`src/rtl/uart_tx_cfg.sv`:
```
// uart_tx_cfg: configurable UART transmitter with line-break support.
//
// A word is accepted from i_data when i_valid && o_ready. It is sent LSB
// first as: start(0), DATA_WIDTH data bits, optional parity, STOP_BITS
// stop bits (1), and one END bit period (1). o_done pulses at the end.
// All bit timing is driven by baud_clk, a one-clk-wide tick enable.
//
// Parameters:
//   DATA_WIDTH  payload bits per frame (5..9)
//   PARITY_MODE 0 none, 1 even, 2 odd
//   STOP_BITS   stop bits per frame (1..2)
// Ports:
//   clk        clock, all logic on rising edge
//   reset      synchronous active-high reset
//   baud_clk   bit-period tick enable
//   i_valid    i_data holds a word to send
//   i_data     payload word
//   o_ready    word accepted this cycle when i_valid is high
//   i_break    request line-break (line held low)
//   o_busy     frame or break in progress
//   o_done     one-clk pulse at the end of a frame or break
//   serial_out serial line, idle high
module uart_tx_cfg #(
    parameter int DATA_WIDTH  = 8,
    parameter int PARITY_MODE = 0,
    parameter int STOP_BITS   = 1
) (
    input  logic                  clk,
    input  logic                  reset,
    input  logic                  baud_clk,
    input  logic                  i_valid,
    input  logic [DATA_WIDTH-1:0] i_data,
    output logic                  o_ready,
    input  logic                  i_break,
    output logic                  o_busy,
    output logic                  o_done,
    output logic                  serial_out
);

    generate
        if (DATA_WIDTH < 5 || DATA_WIDTH > 9 || PARITY_MODE < 0 || PARITY_MODE > 2 ||
            STOP_BITS < 1 || STOP_BITS > 2) begin : g_bad_params
            $error("uart_tx_cfg: illegal parameter combination");
        end
    endgenerate

    typedef enum logic [2:0] {
        IDLE, START, DATA, PARITY, STOP, END, BREAK
    } state_t;

    state_t                state, state_d;
    logic [DATA_WIDTH-1:0] shreg, shreg_d;
    logic [3:0]            bit_cnt, bit_cnt_d;
    logic [1:0]            stop_cnt, stop_cnt_d;
    logic                  par_bit, par_bit_d;
    logic                  sout_d;
    logic                  done_d;

    assign o_ready = !reset && (state == IDLE) && !i_break;

    always_comb begin
        state_d    = state;
        shreg_d    = shreg;
        bit_cnt_d  = bit_cnt;
        stop_cnt_d = stop_cnt;
        par_bit_d  = par_bit;
        sout_d     = serial_out;
        done_d     = 1'b0;

        case (state)
            IDLE: begin
                // Break has priority over a pending word. A tick here is
                // ignored, so a tick coincident with acceptance is not used.
                if (i_break) begin
                    state_d = BREAK;
                end else if (i_valid) begin
                    state_d    = START;
                    shreg_d    = i_data;
                    // Parity fixed from the captured word; odd inverts.
                    par_bit_d  = (^i_data) ^ (PARITY_MODE == 2);
                    bit_cnt_d  = '0;
                    stop_cnt_d = '0;
                end
            end
            START: if (baud_clk) begin
                sout_d  = 1'b0;
                state_d = DATA;
            end
            DATA: if (baud_clk) begin
                sout_d    = shreg[0];
                shreg_d   = {1'b1, shreg[DATA_WIDTH-1:1]};
                bit_cnt_d = bit_cnt + 4'd1;
                if (bit_cnt == 4'(DATA_WIDTH - 1))
                    state_d = (PARITY_MODE != 0) ? PARITY : STOP;
            end
            PARITY: if (baud_clk) begin
                sout_d  = par_bit;
                state_d = STOP;
            end
            STOP: if (baud_clk) begin
                sout_d     = 1'b1;
                stop_cnt_d = stop_cnt + 2'd1;
                if (stop_cnt == 2'(STOP_BITS - 1))
                    state_d = END;
            end
            END: if (baud_clk) begin
                // Full high bit period before the next accept.
                sout_d  = 1'b1;
                done_d  = 1'b1;
                state_d = IDLE;
            end
            BREAK: if (baud_clk) begin
                if (i_break) begin
                    sout_d = 1'b0;
                end else begin
                    sout_d  = 1'b1;
                    state_d = END;
                end
            end
            default: state_d = IDLE;
        endcase
    end

    always_ff @(posedge clk) begin
        if (reset) begin
            state      <= IDLE;
            shreg      <= '1;
            bit_cnt    <= '0;
            stop_cnt   <= '0;
            par_bit    <= 1'b0;
            serial_out <= 1'b1;
            o_busy     <= 1'b0;
            o_done     <= 1'b0;
        end else begin
            state      <= state_d;
            shreg      <= shreg_d;
            bit_cnt    <= bit_cnt_d;
            stop_cnt   <= stop_cnt_d;
            par_bit    <= par_bit_d;
            serial_out <= sout_d;
            o_busy     <= (state_d != IDLE);
            o_done     <= done_d;
        end
    end

endmodule

```
`config.mk`:
```
export PLATFORM = sky130hd
export DESIGN_NAME = uart_tx_cfg
export DESIGN_NICKNAME = d
export VERILOG_FILES = /design/src/rtl/uart_tx_cfg.sv
export SDC_FILE = /design/constraint.sdc
export NUM_CORES = 1
export LEC_CHECK = 0
export ABC_AREA = 1
export CAP_MARGIN = 10
export CORE_ASPECT_RATIO = 1.4
export CORE_MARGIN = 4
export CORE_UTILIZATION = 36
export CTS_CLUSTER_DIAMETER = 200
export DETAILED_ROUTE_END_ITERATION = 10
export HOLD_SLACK_MARGIN = 0.08
export SYNTH_ARGS = -nofsm -noshare
export SYNTH_HDL_FRONTEND = slang
export SYNTH_SLANG_ARGS = --single-unit
```
`constraint.sdc`:
```
create_clock -name clk -period 1.82 [get_ports clk]
set_input_delay 0.273 -clock clk [delete_from_list [all_inputs] [get_ports clk]]
set_output_delay 0.273 -clock clk [all_outputs]
set_load 0.005 [all_outputs]
```
Word level (Yosys, flattened, before mapping) --
Cells that the tools add are included.
Storage, ports and cells: word-level logic and storage cells 76, input port bits 13, output and inout port bits 4, flip-flop bits (word level) 21
Cells by class: reductions and logical operators 17, mux-type cells 32, $add $sub $neg 2, eq/ne operators 15, bitwise logic cells 2
Operators by type and width (count):
- $mux W3 | 11
- $mux W8 | 3
- $pmux W3 S7 | 1
- $pmux W8 S2 | 1
- $ne A2 B2 Y1 const B | 7
- $mux W4 | 3
- $eq A3 B3 Y1 const B | 3
- $pmux W4 S2 | 1
- $reduce_and A4 Y1 | 2
- $reduce_xor A8 Y1 | 1
- $mux W1 | 7
- $eq A3 B2 Y1 const B | 2
- $mux W2 | 3
- $reduce_and A6 Y1 | 1
- $pmux W1 S5 | 1
- $reduce_bool A5 Y1 | 1
- $add A4 B1 Y4 const B | 1
- $eq A4 B3 Y1 const B | 1
- $pmux W2 S2 | 1
- $reduce_bool A2 Y1 | 2
- $reduce_or A2 Y1 | 2
- $eq A3 B1 Y1 const B | 1
- $logic_not A3 Y1 | 1
- $reduce_and A3 Y1 | 1
- 7 further kinds | 10

Longest topological paths before layout --
Gate-level depths: netlist (run 1).
depth after elaboration 5, gate-level depth with buffers 9

Least setup slack after synthesis (run 1) --
No wires, ideal clock.
kind reg2reg, start register state[0], end register shreg[1], data required time 1.691 ns, setup slack 0.648 ns, buffers on the path 2, library setup time 0.129 ns, arrival time 1.044 ns, stages on the path, launching flop included 9, cell sequence dfxtp_1 buf_6 nor2_8 nand3_4 nand2_4 nor2_8 buf_8 nand2_1 o211ai_2
On the way: word-level cells in the longest chain between the ends 3
Ends and longest elaborated chain:
- start, declared | line 51 | state_t state, state_d;
- start signal, assigned | line 135 | state <= state_d;
- $eq A3 B2 Y1 or $logic_not A3 Y1 (tied branches) | line 70 | case (state)
- $ne A2 B2 Y1 (no source line) or $reduce_bool A2 Y1 (tied branches)
- $reduce_and A4 Y1 (no source line)
- end signal, assigned | line 136 | shreg <= shreg_d;
- end, declared | line 52 | logic [DATA_WIDTH-1:0] shreg, shreg_d;
Parallel ways exist; a longest one is shown, timed or not. A chain may end at the register's enable or synchronous reset.

Final worst setup path (run 1) --
start register state[2], end output port o_ready
On the way: word-level cells in the longest chain between the ends 3
Ends and longest elaborated chain:
- $logic_not A3 Y1 | line 59 | assign o_ready = !reset && (state == IDLE) && !i_break;
- $logic_and A1 B1 Y1 (2 in a row) | line 59
- end, declared | line 33 | output logic o_ready,
Every way passes these cells.

==> impl_table.tex, run 1 <==
\begin{tabular}{lr}
\hline
Metric & Value \\
\hline
\multicolumn{2}{l}{\textbf{Status}} \\
Run status & finished clean \\
\multicolumn{2}{l}{\textbf{Cells and area}} \\
Share of final-layout standard cells stronger than drive strength 1 & 14.46\% \\
Total inserted antenna cells & 0 \\
Non-filler cells in the finished layout & 285 \\
Layout-stage area growth over the synthesis result & 18.18\% \\
Nets@finish & 258 \\
\multicolumn{2}{l}{\textbf{Critical path}} \\
Data arrival time at the worst-slack endpoint & 1430 ps \\
Combined buffer and inverter count along the critical path & 2 \\
Critical path launch point type & flop \\
Critical path start-end classification & reg2out \\
Worst path cell trace & inv\_6, nand3\_1, nor2\_1, clkdlybuf4s50\_1 \\
Endpoint type of the worst setup path & primary output \\
Timing startpoint of the critical path & state[2] \\
Count of cell instances traversed by the critical path & 4 \\
Cell with the largest stage delay on the worst path & sky130\_fd\_sc\_hd\_\_clkdlybuf4s50\_1 \\
Count of cells along the worst register-to-register path & 8 \\
Startpoint of the worst register-to-register path & state[0] \\
Required time of the critical path & 1550 ps \\
Kind of cell adding the most delay to the critical path & buffers and inverters \\
Slowest cell delay on critical path & 500 ps \\
Critical path peak fanout & 9 \\
\multicolumn{2}{l}{\textbf{Drt}} \\
Iteration count of the initial detailed-routing pass & 4 \\
Total number of vias & 1,386 \\
Number of DRC violations after detailed-routing iteration 0 & 53 \\
Top routing layer in use & met4 \\
Residual antenna-violating net count after detailed routing & 0 \\
Met3 wire len & 102 um \\
Length of routed wiring on met1 & 1.329 mm \\
Final WL & 3.061 mm \\
Routed length per instance & 10.74 um \\
Routed wire length on met2 & 1.555 mm \\
Via count normalized by instance count & 4.863 \\
Total DRC errors in the routed layout & 0 \\
\multicolumn{2}{l}{\textbf{Timing}} \\
Share of the clock period used by the worst path after layout & 93.73\% \\
Accumulated negative setup slack & 0 ps \\
Worst-case headroom to the max-slew limit & 80.11\% \\
Max Fclk & 586.2 MHz \\
RSZ-0062 raised after global routing & false \\
Count of final hold-check violations & 0 \\
Time the final worst path needs with I/O delays and setup & 1706 ps \\
Smallest hold slack & 462.6 ps \\
Worst-margin pin slew & 297.5 ps \\
Clock Skew & 0.7407 ps \\
Setup-failing EPs final & 0 \\
Slew Limit Fails & 0 \\
\multicolumn{2}{l}{\textbf{Synthesis}} \\
Post-synth cell types & 28 \\
Yosys warns & 0 \\
Most frequently used cell type in the post-synthesis netlist & sky130\_fd\_sc\_hd\_\_nand2\_1 \\
Cell types with the highest counts after synthesis & sky130\_fd\_sc\_hd\_\_nand2\_1, sky130\_fd\_sc\_hd\_\_inv\_1, sky130\_fd\_sc\_hd\_\_dfxtp\_1, sky130\_fd\_sc\_hd\_\_nor2\_1, sky130\_fd\_sc\_hd\_\_nand3\_1 \\
EDFF count, synth & 0 \\
Seq cells post-synth & 21 \\
Summed instance area of the synthesized netlist & 0.001445 mm\^{}2 \\
Dominant cells by area after synthesis & sky130\_fd\_sc\_hd\_\_dfxtp\_1, sky130\_fd\_sc\_hd\_\_nand2\_1, sky130\_fd\_sc\_hd\_\_inv\_1 \\
Register area share after synthesis & 29.09\% \\
Most common flop cell mapped by yosys & sky130\_fd\_sc\_hd\_\_dfxtp\_1 \\
Post-synth ARST share & 0\% \\
Post-synthesis cell count & 220 \\
Synthesized Nets & 235 \\
Biggest area consumer among synthesized cells & sky130\_fd\_sc\_hd\_\_dfxtp\_1 \\
Top cell type's share of synthesized area & 29.09\% \\
Synthesized area divided by synthesized cell count & 6.569 um\^{}2 \\
\multicolumn{2}{l}{\textbf{Global routing}} \\
Number of antenna violations at the first check in global routing & 0 \\
Aggregate global routing overflow & 0 \\
Global routing usage summed across all routing layers & 13.65\% \\
Wire length of the first global-routing pass & 5.485 mm \\
Vias in the first global route & 1,375 \\
Maximum number of pins on one net before global-route repair & 18 \\
\multicolumn{2}{l}{\textbf{Clocking}} \\
Count of hold buffers inserted by post-cts repair & 0 \\
CTS buffer count & 3 \\
Clock latency at the later pin of the worst-skew pair & 260 ps \\
TritonCTS clock tree & done \\
Clock Sink Count & 21 \\
Maximum count of clock buffers along a single path & 2 \\
Clock tree root driver cell & sky130\_fd\_sc\_hd\_\_clkbuf\_8 \\
Clock-pin slew on the worst setup and hold paths & 80 ps \\
Count of H-tree levels built during CTS & 1 \\
\multicolumn{2}{l}{\textbf{Placement}} \\
Placer Congestion & 0.8744 \\
HPWL after DPL & 2.322 mm \\
\# port buffers & 16 \\
Inst Count DP & 279 \\
\multicolumn{2}{l}{\textbf{Hold path}} \\
Number of cells on the worst hold path & 2 \\
Worst min path class & reg2reg \\
Worst hold path startpoint & shreg[7] \\
\multicolumn{2}{l}{\textbf{Floorplanning}} \\
Height of the die & 82.97 um \\
Num ports & 17 \\
Site Rows & 27 \\
Initial core utilization & 36.88\% \\
Die Width & 61.55 um \\
Die outline area & 0.005106 mm\^{}2 \\
Floorplan core area & 0.003919 mm\^{}2 \\
\multicolumn{2}{l}{\textbf{Power}} \\
Leak Pwr & 0.8685 nW \\
PD cells & 938.9 mW/mm\^{}2 \\
Max IR drop VDD & 0.6910 mV \\
\multicolumn{2}{l}{\textbf{Job}} \\
Max-capacitance violation count & 0 \\
\hline
\end{tabular}
-- timing repair --
item                                    4_1_cts  5_1_grt
resized for setup                             1        2
endpoints found under the setup margin        1        1
pin swaps                                     0        1
endpoints found under the hold margin         0        0
buffers inserted                              0        2
-- logic make-up (layout without fill, tap and decap cells) --
logic type               count (synthesis)  count (layout)  synth area share [%]
XOR/XNOR                                 1               1                0.6062
flip-flops                              21              21                 29.09
buffers and inverters                   41              63                 14.46
AO/OA/AOI/OAI                           27              27                 12.64
adder cells (fa/ha/maj)                  2               2                 1.731
AND/OR/NAND/NOR                        128             128                 41.47
-- final timing paths --
path | to | slack [ps]
hold reg to reg | shreg[7] | 460
setup / recovery | o_ready | 110
hold / removal | shreg[7] | 460
setup reg to reg | shreg[0] | 390
-- sequential cells by signal (all words and copies together) (netlist names) --
name	count
o_done	1
shreg	8
bit_cnt	4
serial_out	1
stop_cnt	2
o_busy	1
state	3
par_bit	1
-- where the power goes --
group	leakage, nW	total (mW)	switching [mW]	internal [mW]
clock network	0.0228	0.310	0.154	0.156
registers	0.174	0.615	0.0620	0.553
logic	0.672	0.679	0.398	0.280
total	0.868	1.60	0.615	0.989
-- tightest hold or removal path, delay by kind of cell, from the launching register on --
kind,cells,cell delay [ps]
simple gates,2,100
flops,1,330
-- cell type report --
class / instances / area [um^2]
timing repair buffer: 26 / 237.7
tap: 43 / 53.80
clock buffer: 4 / 45.04
inverter: 33 / 131.4
fill: 420 / 2211
multi-input combinational: 158 / 815.8
sequential: 21 / 424.2
-- placed cells by master (no fill, tap or decap), types with 2 or more instances in the layout --
| master | n |
|---|---|
| sky130_fd_sc_hd__a21oi_1 | 7 |
| sky130_fd_sc_hd__buf_4 | 10 |
| sky130_fd_sc_hd__clkbuf_8 | 3 |
| sky130_fd_sc_hd__clkdlybuf4s50_1 | 15 |
| sky130_fd_sc_hd__dfxtp_1 | 20 |
| sky130_fd_sc_hd__ha_1 | 2 |
| sky130_fd_sc_hd__inv_1 | 27 |
| sky130_fd_sc_hd__inv_2 | 3 |
| sky130_fd_sc_hd__nand2_1 | 82 |
| sky130_fd_sc_hd__nand3_1 | 14 |
| sky130_fd_sc_hd__nand3_2 | 3 |
| sky130_fd_sc_hd__nand4_1 | 5 |
| sky130_fd_sc_hd__nor2_1 | 17 |
| sky130_fd_sc_hd__nor2_8 | 2 |
| sky130_fd_sc_hd__o211ai_2 | 6 |
| sky130_fd_sc_hd__o21ai_0 | 10 |
| sky130_fd_sc_hd__o21ai_1 | 3 |
-- metal layers --
| metal | GRT usage [%] | vias up |
|---|---|---|
| li1 | - | 739 |
| met1 | 15.00 | 618 |
| met2 | 24.21 | 20 |
| met3 | 1.866 | 9 |
| met4 | 6.371 | 0 |
| met5 | 0 | - |
-- metrics by stage --
step	area [um^2]	total power, mW	setup WS [ps]	utilization (%)
6_report	1708	1.604	114.1	43.58
5_1_grt	1708	1.752	13.68	43.58
4_1_cts	1688	1.609	31.47	43.07
3_5_place_dp	1642	1.284	31.99	41.89
3_3_place_gp	1642	1.280	45.32	41.89
2_1_floorplan	1445	1.151	647.9	-
No activity file was read; power rests on OpenSTA's default activity.
==> run 2: changes to the inputs <==
SLEW_MARGIN = 20   (was unset)
==> results of run 2 <==
Final layout, timing and power as in run 1 (identical DEF).
==> variant 1: new RTL, flow settings as in run 1 <==
The 7 states of `state_t` get a one-hot encoding in 7 bits.
--- a/src/rtl/uart_tx_cfg.sv
+++ b/src/rtl/uart_tx_cfg.sv
@@ -46,4 +46,4 @@
 
-    typedef enum logic [2:0] {
-        IDLE, START, DATA, PARITY, STOP, END, BREAK
+    typedef enum logic [6:0] {
+        IDLE = 7'b0000001, START = 7'b0000010, DATA = 7'b0000100, PARITY = 7'b0001000, STOP = 7'b0010000, END = 7'b0100000, BREAK = 7'b1000000
     } state_t;
Formal check against the unedited RTL: no difference found for any inputs over 10 cycles, from zero or initial values and one cycle with reset high; not proved beyond that.
==> variant 1 against run 1 <==
Routed wire length is 21% higher; critical path depth is 6 higher; sequential cell count is 4 higher; utilization is 3.2 points higher; final area is 10% higher; sequential share of layout area is 1.9 points higher; non-clock buffer count is 5 higher; first-iteration DRC count is 43% higher; setup slack better by 0.086 ns; area after synthesis is 6.1% higher; power is 9.9% lower; fmax is 5.3% higher; largest power group is now sequential cells.
==> variant 1: results (changes against run 1) <==
[synth]
synth.distinct_cells = 27  ; -3.6%
synth_area_leaders = dfxtp_1, nand2_1, nand3_1
synth_xor_area_share_pct = 4.57  ; +4.0 points
netlist_top_cells_count = nand2_1, nand3_1, dfxtp_1
synth-compound-area-share_pct = 7.10  ; -5.5 points
synth_seq_area_share_pct = 32.7  ; +3.6 points
syn-instance-count = 247  ; +12%
synth-adder-area-share_pct = 1.63  ; -0.099 points

[power]
power.leakage_nw = 0.958  ; +10%
switchingPower_uw = 480  ; -22%
seq_power_share_pct = 45.5  ; +7.2 points
vdd.ir_drop.worst_v = 0.000386  ; -44%

[timing]
time_the_worst_path_needs_with_i_o_delays_and_setup_ns = 1.62  ; -0.0864 ns
hold_ws_ns = 0.477  ; +0.0142 ns
clock-skew-final_ns = 0.00630  ; +0.00556 ns
timing.slew.headroom_pct = 73.5  ; -6.6 points

[placed_design]
place_inst = 313  ; +12%
placement.setup.worst_slack_ns = 0.0633  ; +0.0313 ns
dp_hpwl_um = 2920  ; +26%

[critical_path]
worst_ep_arrival_time_ns = 1.83  ; +0.40 ns
critPathTopFamily = simple AND/OR/NAND/NOR gates

[global_route]
met1_usage_grt_pct = 16.1  ; +1.1 points
grt_pass1_vias = 1485  ; +8.0%
gr-usage-met3_pct = 2.38  ; +0.52 points
grt_pass1_wl_um = 6330  ; +15%
grt_start_max_net_pins = 15  ; -3
grt_use_total_pct = 14.6  ; +0.91 points
met2_routing_resource_usage_after_global_routing_pct = 26.4  ; +2.2 points

[finish]
multi_input_area_um2 = 897  ; +10%
layout_cell_share_with_drive_strength_beyond_1_pct = 13.8  ; -0.69 points

[detailed_routing]
avgRoutedWirePerCell_um = 11.6  ; +8.0%

[status]
status = complete, no violations

[clock_network]
cts_resized = 3  ; +2

variant 1: cell count changes in the layout (fill, tap and decap cells not counted), moves of 4 or more:
cell / delta
nor2_1: +7
xnor2_1: +5
buf_4: +5
o21ai_0: -6
nand2_2: +4
nand3_1: +18
o211ai_2: -6
nand2_1: +5
variant 1: worst max path at each step:
stage / startpoint / endpoint / cells past startpoint
after floorplan: state[5] / stop_cnt[0] / 6
after global placement: i_break / o_ready / 5
after detailed placement: i_break / o_ready / 5
after CTS: state[4] / bit_cnt[1] / 9
final: state[4] / shreg[2] / 10
after global routing: state[2] / stop_cnt[0] / 9
variant 1: power groups by stage:
stage | registers (mW) | clock network (mW) | logic [mW]
2_1_floorplan | 0.662 | 0 | 0.315
3_3_place_gp | 0.668 | 0 | 0.438
3_5_place_dp | 0.670 | 0 | 0.442
4_1_cts | 0.658 | 0.350 | 0.453
5_1_grt | 0.668 | 0.368 | 0.526
6_report | 0.658 | 0.330 | 0.458
variant 1: layer usage:
layer,vias to the layer above,share of wire [%]
met1,681,42
met2,47,50
li1,837,-
met3,10,4.8
met5,-,0
met4,0,2.9
variant 1: logic make-up (layout without fill, tap and decap cells):
kind of cell | Yosys count | count (layout)
AND/OR/NAND/NOR | 158 | 158
buffers and inverters | 35 | 64
flip-flops | 25 | 25
AO/OA/AOI/OAI | 19 | 19
XOR/XNOR | 8 | 8
adder cells (fa/ha/maj) | 2 | 2
variant 1: worst min-delay path, cell delays in order, from the launching register on:
cell     delay (ns)
dfxtp_1        0.35
nand2_1        0.06
nand3_1        0.05
variant 1: final cells by class:
class / count / area share (%)
multi-input cells: 187 / 47.7
flip-flops and latches: 25 / 26.7
repair buffers: 31 / 14.4
inverters: 29 / 5.79
well taps: 43 / 2.86
clock buffers: 3 / 2.20
clock inverters: 1 / 0.266
==> variant 2: new RTL, config.mk and constraints of run 1 <==
Made on the original files. Set the parameter `DATA_WIDTH` to 9 (it was 8).
--- a/src/rtl/uart_tx_cfg.sv
+++ b/src/rtl/uart_tx_cfg.sv
@@ -23,3 +23,3 @@
 module uart_tx_cfg #(
-    parameter int DATA_WIDTH  = 8,
+    parameter int DATA_WIDTH  = 9,
     parameter int PARITY_MODE = 0,
Interface: changed (resized i_data); port bits go from 17 to 18. No check against the original RTL was run, so the function may have changed too.
==> variant 2 against run 1 <==
Fmax rose by 22%; first-iteration DRC count rose by 36%; power fell by 3.9%; combinational power fell by 13%; final area fell by 6.4%; setup slack improved by 0.31 ns; routed wire length fell by 8.2%; sequential cell count rose by 1; area after synthesis fell by 9.0%; largest power group is now sequential cells; highest routed layer unchanged.
==> variant 2: results (changes against run 1) <==
[clock_network]
cts-buffers-inserted = 3  ; unchanged
h-tree-depth = 1  ; unchanged
clk_pin_slew_worst_paths_ns = 0.08  ; about the same
cts.path.max_buffers = 2  ; unchanged
cts.root.buffer_cell = clkbuf_8
clk-insertion-delay-late_ns = 0.26  ; about the same

[placed_design]
dp_hpwl_um = 2230  ; -4.0%
gp_congestion = 0.827  ; -5.4%
placement.setup.worst_slack_ns = 0.0707  ; +0.0387 ns
io_buffers = 17  ; +1

[global_route]
grt_use_total_pct = 13.8  ; +0.20 points
grt_start_max_net_pins = 19  ; +1
grt_pass1_vias = 1236  ; -10%
grt_pass1_wl_um = 5070  ; -7.5%
antenna_violations_before_repair = 0  ; unchanged

[timing]
clock-skew-final_ns = 0.00136  ; +0.000616 ns
timing.slew.headroom_pct = 80.0  ; about the same

[finish]
insertedDiodeCount = 0  ; unchanged
fillers = 385  ; -8.3%
reg.largest.list = shreg: 9 flops, bit_cnt: 4 flops, state: 3 flops
number_of_standard_cells_in_the_final_layout_excluding_fillers = 273  ; -4.2%
fin_nets = 252  ; -2.3%
layout_cell_share_with_drive_strength_beyond_1_pct = 10.3  ; -4.2 points

[synth]
netlist.area_leader.share_pct = 33.5  ; +4.4 points
synth.distinct_cells = 22  ; -21%
syn-instance-count = 211  ; -4.1%
synth_seq_area_share_pct = 33.5  ; +4.4 points
synth-async-reset-ratio_pct = 0  ; unchanged
synth_area_leaders = dfxtp_1, nand2_1, nand3_1
netlist_top_cells_count = nand2_1, inv_1, dfxtp_1
syn_nets = 228  ; -3.0%

[critical_path]
worst_ep_arrival_time_ns = 1.13  ; -0.30 ns
critPathMaxFanout = 6  ; -3

[status]
status = complete, no violations

[detailed_routing]
avgRoutedWirePerCell_um = 10.3  ; -4.2%
detail_route.vias_per_cell = 4.70  ; -3.4%
detail_route.iter0.violations = 72  ; +36%

[hold_path]
min_path_type = register to register

[power]
vdd.ir_drop.worst_v = 0.000512  ; -26%
power.leakage_nw = 0.813  ; -6.4%

==> variant 2: changes by cell type in the layout (fill, tap and decap cells not counted), sizes merged, moves of 4 or more <==
cell	before	now
o21ai	13	18
nor2	20	24
nand2	84	76
o211ai	6	1
buf	10	6
==> variant 2: final timing paths <==
check	cells past startpoint	slack, ns	end	start
setup / recovery	4	0.42	o_ready	state[2]
hold / removal	2	0.48	shreg[4]	shreg[4]
setup reg to reg	7	0.45	stop_cnt[1]	state[2]
hold reg to reg	2	0.48	shreg[4]	shreg[4]
==> variant 2: critical path: stages (launching register included) <==
cell and delay (ns):
dfxtp_4 0.37, nor3_4 0.20, nand2_2 0.09, nor2_1 0.08
dlymetal6s2s_1 0.12
==> variant 2: cells by family (layout without fill, tap and decap cells) <==
family	count (synthesis)	after routing	share of synthesized area [%]
and+or+nand+nor	127	127	41.9
AOI/OAI and AO/OA	23	23	9.52
buffers and inverters	34	56	10.9
xor gates and xnor gates	2	2	1.33
DFF	22	22	33.5
adders and majority gates	3	3	2.85
==> variant 2: power breakdown <==
| group | leakage, nW | internal, mW | switching [mW] |
|---|---|---|---|
| registers | 0.182 | 0.581 | 0.0741 |
| clock network | 0.0216 | 0.147 | 0.150 |
| logic | 0.608 | 0.247 | 0.341 |
==> variant 2: through the flow <==
step                cell area [um2]  util, %
global route                   1600     46.5
CTS                            1590     46.3
detailed placement             1550     45.0
finish                         1600     46.5
floorplan                      1320        -
global placement               1550     45.0
==> variant 2: area by class of cell <==
type / count / share of cell area [%]
multi-input combinational: 155 / 45.7
sequential: 22 / 27.9
timing repair buffer: 23 / 13.6
inverter: 30 / 7.04
tap: 40 / 3.13
clock buffer: 3 / 2.58
==> variant 2: metal layers <==
layer	wire, um	GRT usage, %	up-vias
li1	-	-	704
met1	1290	16.5	556
met2	1390	23.5	19
met3	77	1.94	4
met4	53	7.26	0
met5	0	0	-
==> variant 2: timing repair <==
action,in CTS,in global routing
pin swaps,0,0
resized for setup,2,3
hold buffers,0,0
endpoints found under the setup margin,1,1
gates cloned,0,0
